==> config.mk <==
export PLATFORM = sky130hd
export DESIGN_NAME = andchain_trace_capture
export DESIGN_NICKNAME = d
export VERILOG_FILES = /design/src/rtl/andchain_trace_pkg.sv /design/src/rtl/andchain_trace_fifo.sv /design/src/rtl/andchain_trace_capture.sv
export SDC_FILE = /design/constraint.sdc
export NUM_CORES = 1
export LEC_CHECK = 0
export CORE_MARGIN = 2
export CORE_UTILIZATION = 50
export CTS_CLUSTER_DIAMETER = 80
export CTS_CLUSTER_SIZE = 24
export DETAILED_ROUTE_END_ITERATION = 8
export GPL_ROUTABILITY_DRIVEN = 1
export PLACE_DENSITY_LB_ADDON = 0.25
export SLEW_MARGIN = 20
export SYNTH_ARGS = -nofsm -noshare
export SYNTH_HDL_FRONTEND = slang
export SYNTH_SLANG_ARGS = --single-unit
==> constraint.sdc <==
create_clock -name clk -period 3.9 [get_ports clk]
set_clock_uncertainty 0.05 [all_clocks]
set_input_delay 0.78 -clock clk [delete_from_list [all_inputs] [get_ports clk]]
set_output_delay 0.78 -clock clk [all_outputs]
set_load 0.05 [all_outputs]
==> src/rtl/andchain_trace_pkg.sv <==
// Shared types and sizing helpers for the AndChain trace capture stage.
package andchain_trace_pkg;

   typedef enum logic [1:0] {
      IDLE = 2'd0,
      ARM  = 2'd1,
      RUN  = 2'd2
   } state_e;

   localparam int DROP_W = 16;

   // Width of one change record: timestamp followed by the f/e/d lane words.
   function automatic int rec_w(input int n, input int ts_w);
      return ts_w + 3 * n;
   endfunction

endpackage

==> src/rtl/andchain_trace_fifo.sv <==
// Synchronous show-ahead FIFO for trace records. Pointers carry one extra
// wrap bit so full and empty are distinguished without a separate counter.
module andchain_trace_fifo #(
   parameter int W     = 8,
   parameter int DEPTH = 16
) (
   input  logic         clk,
   input  logic         rst_n,
   input  logic         push,
   input  logic [W-1:0] din,
   input  logic         pop,
   output logic [W-1:0] dout,
   output logic         full,
   output logic         empty
);

   localparam int AW = $clog2(DEPTH);

   logic [W-1:0] mem [DEPTH];
   logic [AW:0]  wr_ptr;
   logic [AW:0]  rd_ptr;
   logic         do_push;
   logic         do_pop;

   // Status flags and accept decisions; a pop frees the slot a same-cycle push needs.
   always_comb begin
      empty   = (wr_ptr == rd_ptr);
      full    = (wr_ptr[AW] != rd_ptr[AW]) && (wr_ptr[AW-1:0] == rd_ptr[AW-1:0]);
      do_pop  = pop && !empty;
      do_push = push && (!full || do_pop);
      dout    = empty ? '0 : mem[rd_ptr[AW-1:0]];
   end

   // Pointer update; reset discards whatever is stored.
   always_ff @(posedge clk) begin
      if (!rst_n) begin
         wr_ptr <= '0;
         rd_ptr <= '0;
      end else begin
         if (do_push) wr_ptr <= wr_ptr + 1'b1;
         if (do_pop)  rd_ptr <= rd_ptr + 1'b1;
      end
   end

   // Storage array, written only on an accepted push.
   always_ff @(posedge clk) begin
      if (do_push) mem[wr_ptr[AW-1:0]] <= din;
   end

endmodule

==> src/rtl/andchain_trace_capture.sv <==
// Samples the d/e/f lane outputs every cycle, detects changes and queues
// timestamped change records for the trace writer.
//
// state | meaning
// IDLE  | capture off, timestamp held at 0, FIFO still drains
// ARM   | single cycle; sample taken here is recorded unconditionally
// RUN   | sample recorded only when it differs from the previous one
module andchain_trace_capture
   import andchain_trace_pkg::*;
#(
   parameter int NUM_LANES = 5,
   parameter int TS_W      = 16,
   parameter int DEPTH     = 16
) (
   input  logic                        clk,
   input  logic                        rst_n,
   input  logic                        enable,
   input  logic [NUM_LANES-1:0]        d_in,
   input  logic [NUM_LANES-1:0]        e_in,
   input  logic [NUM_LANES-1:0]        f_in,
   output logic                        rec_valid,
   input  logic                        rec_ready,
   output logic [TS_W+3*NUM_LANES-1:0] rec_data,
   input  logic                        clear_ovf,
   output logic                        overflow,
   output logic [DROP_W-1:0]           drop_count
);

   localparam int SAMP_W = 3 * NUM_LANES;
   localparam int REC_W  = rec_w(NUM_LANES, TS_W);

   state_e            state_q;
   state_e            state_d;
   logic [TS_W-1:0]   ts_q;
   logic [TS_W-1:0]   ts_d;

   logic [SAMP_W-1:0] cur_q;
   logic [SAMP_W-1:0] prev_q;
   logic [TS_W-1:0]   cur_ts_q;
   logic              cur_force_q;
   logic              cur_cmp_q;

   logic              push;
   logic              pop;
   logic              full;
   logic              empty;
   logic              drop;
   logic [REC_W-1:0]  push_rec;

   // Next state and timestamp; ts stays 0 whenever IDLE is current or next.
   always_comb begin
      state_d = state_q;
      unique case (state_q)
         IDLE:    if (enable) state_d = ARM;
         ARM:     state_d = enable ? RUN : IDLE;
         RUN:     if (!enable) state_d = IDLE;
         default: state_d = IDLE;
      endcase
      if (state_q == IDLE || state_d == IDLE) ts_d = '0;
      else                                    ts_d = ts_q + TS_W'(1);
   end

   // State register.
   always_ff @(posedge clk) begin
      if (!rst_n) state_q <= IDLE;
      else        state_q <= state_d;
   end

   // Sampling stage: each sample carries the ts and capture mode of the cycle it was taken in,
   // so a record pushed after enable drops still reports its own cycle.
   always_ff @(posedge clk) begin
      if (!rst_n) begin
         ts_q        <= '0;
         cur_q       <= '0;
         prev_q      <= '0;
         cur_ts_q    <= '0;
         cur_force_q <= 1'b0;
         cur_cmp_q   <= 1'b0;
      end else begin
         ts_q        <= ts_d;
         cur_q       <= {f_in, e_in, d_in};
         prev_q      <= cur_q;
         cur_ts_q    <= ts_q;
         cur_force_q <= (state_q == ARM);
         cur_cmp_q   <= (state_q == RUN);
      end
   end

   // Record generation and drop detection.
   always_comb begin
      push      = cur_force_q || (cur_cmp_q && (cur_q != prev_q));
      push_rec  = {cur_ts_q, cur_q};
      rec_valid = !empty;
      pop       = rec_valid && rec_ready;
      drop      = push && full && !pop;
   end

   andchain_trace_fifo #(
      .W     (REC_W),
      .DEPTH (DEPTH)
   ) u_fifo (
      .clk   (clk),
      .rst_n (rst_n),
      .push  (push),
      .din   (push_rec),
      .pop   (pop),
      .dout  (rec_data),
      .full  (full),
      .empty (empty)
   );

   // Sticky overflow and saturating drop counter; a drop outranks a same-cycle clear.
   always_ff @(posedge clk) begin
      if (!rst_n) begin
         overflow   <= 1'b0;
         drop_count <= '0;
      end else if (drop) begin
         overflow <= 1'b1;
         if (clear_ovf)               drop_count <= DROP_W'(1);
         else if (drop_count != '1)   drop_count <= drop_count + DROP_W'(1);
      end else if (clear_ovf) begin
         overflow   <= 1'b0;
         drop_count <= '0;
      end
   end

endmodule

==> impl_metrics.env, run 1 <==
export IMPL_status="complete, no violations"
export IMPL_first_pass_iters=4
export IMPL_diodes=0
export IMPL_path_class="reg -> out"
export IMPL_drive_gt1_share_pct=24.9
export IMPL_hp_class="in -> reg"
export IMPL_grt_pass1_vias=10800
export IMPL_clock_path_buffers=3
export IMPL_ir_worst_vdd_mv=0.320
export IMPL_fp_row_count=77
export IMPL_clock_latency_ns=0.61
export IMPL_leakagePower_uw=0.00785
export IMPL_grt_pass1_wl_mm=67.6
export IMPL_ios=69
export IMPL_rsz0062_at_grt="false"
export IMPL_netlist_top_cells_area="edfxtp_1, mux4_2, dfxtp_1, and2_1, xor2_1"
export IMPL_port_buffer_count=68
export IMPL_synth_ff_type="edfxtp_1"
export IMPL_post_dp_hpwl_mm=25.6
export IMPL_async_reset_ff_share_pct=0
export IMPL_final_util_pct=57.0
export IMPL_gp_congestion=0.758
export IMPL_avgRoutedWirePerCell_um=24.6
export IMPL_grt_max_degree=64
export IMPL_critPathMaxFanout=23
export IMPL_endpoint_kind="output pin"
export IMPL_wirelength_mm=45.2
export IMPL_cts_tree="done"
export IMPL_setup_viol=0
export IMPL_initialDrtViolationCount=892
export IMPL_grt_total_usage_pct=19.5
export IMPL_r2r_start="cur_q[1]"
export IMPL_syn_inst=1119
export IMPL_synth_edff_count=496
export IMPL_ys_ff_latch=593
export IMPL_ant_nets=0
export IMPL_cp_cell_sequence="buf_12 > buf_12 > mux4_2 > mux4_2 > and2_1 > buf_4"
export IMPL_report_final_slew_viol_count=0
export IMPL_critPathCapture="rec_data[20]"
export IMPL_rr_worst_depth=5
export IMPL_routed_via_density=5.82
export IMPL_dieArea_um2=47000
export IMPL_critical_path_max_stage_delay_ns=0.54
export IMPL_relSlewSlack_pct=28.9
export IMPL_arrival_ns=2.89
export IMPL_yosysUniqueCellTypes=40
export IMPL_r2r_slack_ns=0.72
export IMPL_synthesis_area_per_instance_um2=20.2
export IMPL_yosysSeqAreaShare_pct=74.4
export IMPL_fmax_mhz=269
export IMPL_grt_overflow_total=0
export IMPL_yosys_top_cells_count="edfxtp_1, mux4_2, dfxtp_1"
export IMPL_core_um2=44400
export IMPL_antenna_found_initial=0
export IMPL_num_vias=10700
export IMPL_synth_warnings=0
export IMPL_final_net_count=1251
export IMPL_cts_sinks=593
export IMPL_required_ns=3.07
export IMPL_initial_utilization_pct=51.0
export IMPL_synthesis_nets=1146
export IMPL_synthesis_area_um2=22600
export IMPL_place_area_um2=24300
export IMPL_fin_crit_sh_pct=95.4
export IMPL_finalPower_uw=11400
export IMPL_syn_to_final_growth_pct=11.8
export IMPL_final_area_um2=25300
export IMPL_hold_buffers=0
export IMPL_crit_path_start_kind="flip-flop"
export IMPL_clockRootBuffer="clkbuf_16"
export IMPL_cts_buffers=31
export IMPL_timing_setup_tns_ns=0
export IMPL_powerDensity_nw_per_um2=451
export IMPL_synth_top_area_share_pct=65.8
export IMPL_worst_slew_pin_slew_ns=1.07
export IMPL_drc=0
export IMPL_path_clk_slew_ns=0.08
export IMPL_die_h_um=217
export IMPL_period_needed_ns=3.72
export IMPL_synth_most_common_cell="edfxtp_1"
export IMPL_final_hold_viol_count=0
export IMPL_maxCapViolCount=0
export IMPL_htree_levels=1
export IMPL_slowest_stage="mux4_2"
export IMPL_synth_area_leader_cell="edfxtp_1"
export IMPL_dieWidth_um=217
export IMPL_reg2reg_to="u_fifo.mem[9][27]"
[per-stage QoR]
step	cells	hold slack [ns]	setup WS, ns
finish	1840	0.399	0.179
global route	1840	0.394	0.0979
CTS	1839	0.370	0.140
detailed placement	1776	0.394	0.327
global placement	1776	0.387	0.399
floorplan	1119	0.376	-0.309
[flip-flops by register name, indices dropped and copies added, names as in the netlist, named ones only]
name,cells
cur_cmp_q,1
cur_force_q,1
cur_q,15
cur_ts_q,16
drop_count,16
overflow,1
prev_q,15
state_q,2
ts_q,16
u_fifo.mem,496
u_fifo.rd_ptr,5
u_fifo.wr_ptr,5
[cell families after synthesis]
logic type,share of synthesized area [%]
AOI/OAI and AO/OA,1.04
xor gates and xnor gates,1.43
adders and majority gates,0.387
buffers and inverters,1.36
DFF,74.4
muxes,15.6
and+or+nand+nor,5.74
[worst min-delay path by stage]
stage                 start        to  slack (ns)  cells past startpoint
floorplan           ts_q[0]   ts_q[0]        0.38                      1
CTS                   rst_n  overflow        0.37                      2
finish                rst_n  overflow        0.40                      2
global placement    ts_q[0]   ts_q[0]        0.39                      1
global route          rst_n  overflow        0.39                      2
detailed placement  ts_q[0]   ts_q[0]        0.39                      1
[cell usage in the layout (no fill, tap or decap), types with 6 or more instances in the layout]
cell type / instances
buf_4: 71
and3_2: 12
edfxtp_1: 496
nand2_1: 27
clkbuf_16: 31
nand3_1: 15
nand4_1: 10
buf_12: 16
dfxtp_1: 93
or3_1: 8
nor2b_1: 11
clkdlybuf4s50_1: 35
xor2_1: 31
xnor2_1: 6
a21oi_1: 21
inv_1: 8
and2_1: 86
o21ai_0: 7
nor2_1: 19
ha_1: 7
clkbuf_1: 15
mux4_2: 155
[critical path, delay by kind of cell, from the launching register on]
| family | cells | cell delay (ns) |
|---|---|---|
| muxes | 2 | 1.06 |
| buffers and inverters | 3 | 0.54 |
| DFF | 1 | 0.49 |
| and+or+nand+nor | 1 | 0.18 |
[power breakdown]
group	internal, uW	switching (uW)
combinational	456	582
clock	1530	1970
sequential	6840	39.5
total	8830	2590
[routing by layer]
layer	wire length [um]	vias to the layer above	global-route usage, %
met3	1910	45	2.40
met5	0	-	0
met4	733	0	3.61
met2	22200	263	31.8
met1	20400	5711	29.0
li1	-	4688	-
[area by class of cell]
type,count,area (um^2)
inverters,8,30.0
clock buffers,46,832
well taps,592,741
clock inverters,11,113
repair buffers,124,1220
flip-flops and latches,593,16800
multi-input cells,466,5530
fillers,3331,19100
[what timing repair did]
| item | CTS | global route |
|---|---|---|
| setup endpoints to repair | 10 | 0 |
| setup buffers | 6 | 0 |
| gates resized for setup | 1 | 0 |
No activity file was read; power rests on OpenSTA's default activity.
==> run 2, diff against run 1 <==
clock period = 4 ns   (was 3.9 ns; I/O delays follow)
==> impl_metrics.env, run 2 (synthesized netlist as in run 1, its figures left out) <==
export IMPL_report_final_slew_viol_count=0
export IMPL_avgRoutedWirePerCell_um=24.7
export IMPL_seqPwrFrac_pct=60.4
export IMPL_hp_start="ts_q[0]"
export IMPL_ir_worst_vdd_mv=0.306
export IMPL_share_comb_of_total_power_pct=8.6
export IMPL_clockRootBuffer="clkbuf_16"
export IMPL_most_common_layout_cells="edfxtp_1, mux4_2, dfxtp_1"
export IMPL_fin_crit_sh_pct=95.4
export IMPL_status="complete, no violations"
export IMPL_grt_pass1_vias=10800
export IMPL_cts_sinks=593
export IMPL_path_buf_inv=2
export IMPL_gp_congestion=0.763
export IMPL_arrival_ns=2.96
export IMPL_cts_tree="done"
export IMPL_post_cts_buffers=0
export IMPL_grt_overflow_total=0
export IMPL_grt_total_usage_pct=19.6
export IMPL_dieArea_um2=47000
export IMPL_antenna_found_initial=1
export IMPL_cts_resized=0
export IMPL_cts_buffers=30
export IMPL_post_dp_hpwl_mm=25.5
export IMPL_cp_cell_sequence="buf_12 > mux4_2 > mux4_2 > and2_1 > buf_4"
export IMPL_period_needed_ns=3.81
export IMPL_num_vias=10600
export IMPL_grt_pass1_wl_mm=68.1
export IMPL_grt_max_degree=43
export IMPL_clock_path_buffers=3
export IMPL_largest_register_ffs=496
export IMPL_clock_latency_ns=0.61
export IMPL_htree_levels=1
export IMPL_holdPathEnd="ts_q[0]"
export IMPL_final_common_cell="edfxtp_1"
export IMPL_port_buffer_count=68
export IMPL_crit_family="multiplexers"
export IMPL_path_class="reg -> out"
export IMPL_fp_row_count=77
export IMPL_relSlewSlack_pct=28.5
export IMPL_hold_buffers=0
export IMPL_cpMostUsedCell="mux4_2"
export IMPL_placedCellCount=1773
export IMPL_internal_power_uw=8630
export IMPL_p_sw_share_pct=22.4
export IMPL_ant_nets=0
export IMPL_critical_path_max_stage_delay_ns=0.56
export IMPL_path_clk_slew_ns=0.09
export IMPL_die_h_um=217
export IMPL_required_ns=3.15
export IMPL_drc=0
export IMPL_final_hold_viol_count=0
export IMPL_reg2reg_to="u_fifo.mem[8][26]"
export IMPL_r2r_slack_ns=0.93
export IMPL_final_net_count=1240
export IMPL_routed_via_density=5.79
export IMPL_timing_setup_tns_ns=0
export IMPL_core_um2=44400
export IMPL_rsz0062_at_grt="false"
export IMPL_hp_class="reg -> reg"
export IMPL_place_area_um2=24300
export IMPL_slowest_stage="mux4_2"
export IMPL_rr_worst_depth=5
export IMPL_wirelength_mm=45.2
export IMPL_endpoint_kind="output pin"
export IMPL_maxCapViolCount=0
export IMPL_ios=69
export IMPL_r2r_start="cur_q[1]"
export IMPL_dieWidth_um=217
export IMPL_first_pass_iters=5
export IMPL_critPathMaxFanout=40
export IMPL_drive_gt1_share_pct=24.3
export IMPL_crit_path_start_kind="flip-flop"
export IMPL_power_switching_uw=2490
export IMPL_final_area_um2=25200
export IMPL_p_clk_share_pct=31.0
export IMPL_initial_utilization_pct=51.0
export IMPL_powerDensity_nw_per_um2=441
export IMPL_initialDrtViolationCount=1094
export IMPL_syn_to_final_growth_pct=11.5
export IMPL_diodes=0
export IMPL_fmax_mhz=262
export IMPL_leakagePower_uw=0.00780
export IMPL_hold_depth=1
export IMPL_worst_slew_pin_slew_ns=1.07
export IMPL_instances_no_fill=1829
export IMPL_setup_viol=0
run 2: cell count changes in the layout (fill, tap and decap cells not counted), sizes merged:
| cell | before | now |
|---|---|---|
| buf | 89 | 79 |
| inv | 12 | 13 |
| clkbuf | 46 | 49 |
| clkinv | 7 | 2 |
run 2: per-stage QoR:
stage	hold WS, ns	power [uW]	utilization [%]	setup slack (ns)
floorplan	0.376	7560	-	-0.229
finish	0.425	11100	56.8	0.185
detailed placement	0.407	7840	54.7	0.621
global placement	0.388	7830	54.7	0.638
CTS	0.421	11200	56.8	0.112
global route	0.458	11500	56.8	0.0215
run 2: area by class of cell:
type / count / area, um^2
inverters: 8 / 30.0
flip-flops and latches: 593 / 16800
multi-input cells: 466 / 5530
clock inverters: 7 / 58.8
repair buffers: 114 / 1140
well taps: 592 / 741
fillers: 3308 / 19200
clock buffers: 49 / 887
run 2: power groups by stage:
| stage | Clock, uW | Combinational [uW] | Sequential [uW] |
|---|---|---|---|
| 6_report | 3450 | 953 | 6720 |
| 5_1_grt | 3750 | 1020 | 6720 |
| 4_1_cts | 3540 | 979 | 6720 |
| 3_5_place_dp | 0 | 978 | 6860 |
| 3_3_place_gp | 0 | 973 | 6860 |
| 2_1_floorplan | 0 | 711 | 6850 |
run 2: worst max-delay path by stage:
stage,startpoint,end,slack [ns],cells past startpoint
global placement,rec_ready,u_fifo.mem[8][21],0.64,5
CTS,flip-flop,rec_data[7],0.11,5
finish,flip-flop,rec_data[7],0.19,5
floorplan,rec_ready,u_fifo.mem[1][0],-0.23,7
detailed placement,rec_ready,u_fifo.mem[8][26],0.62,5
global route,flip-flop,rec_data[7],0.02,5
run 2: per-layer routing:
| metal | up-vias | part of all wire, % | track usage [%] |
|---|---|---|---|
| met1 | 5635 | 45 | 29.0 |
| met4 | 0 | 1.3 | 3.74 |
| li1 | 4652 | - | - |
| met2 | 265 | 49 | 32.2 |
| met3 | 41 | 5.0 | 2.24 |
| met5 | - | 0 | 0 |
==> run 3, diff against run 2 <==
TNS_END_PERCENT = 20   (was not set)
==> results of run 3 <==
Same layout as run 2: the final DEF is identical, and so are final timing and power.
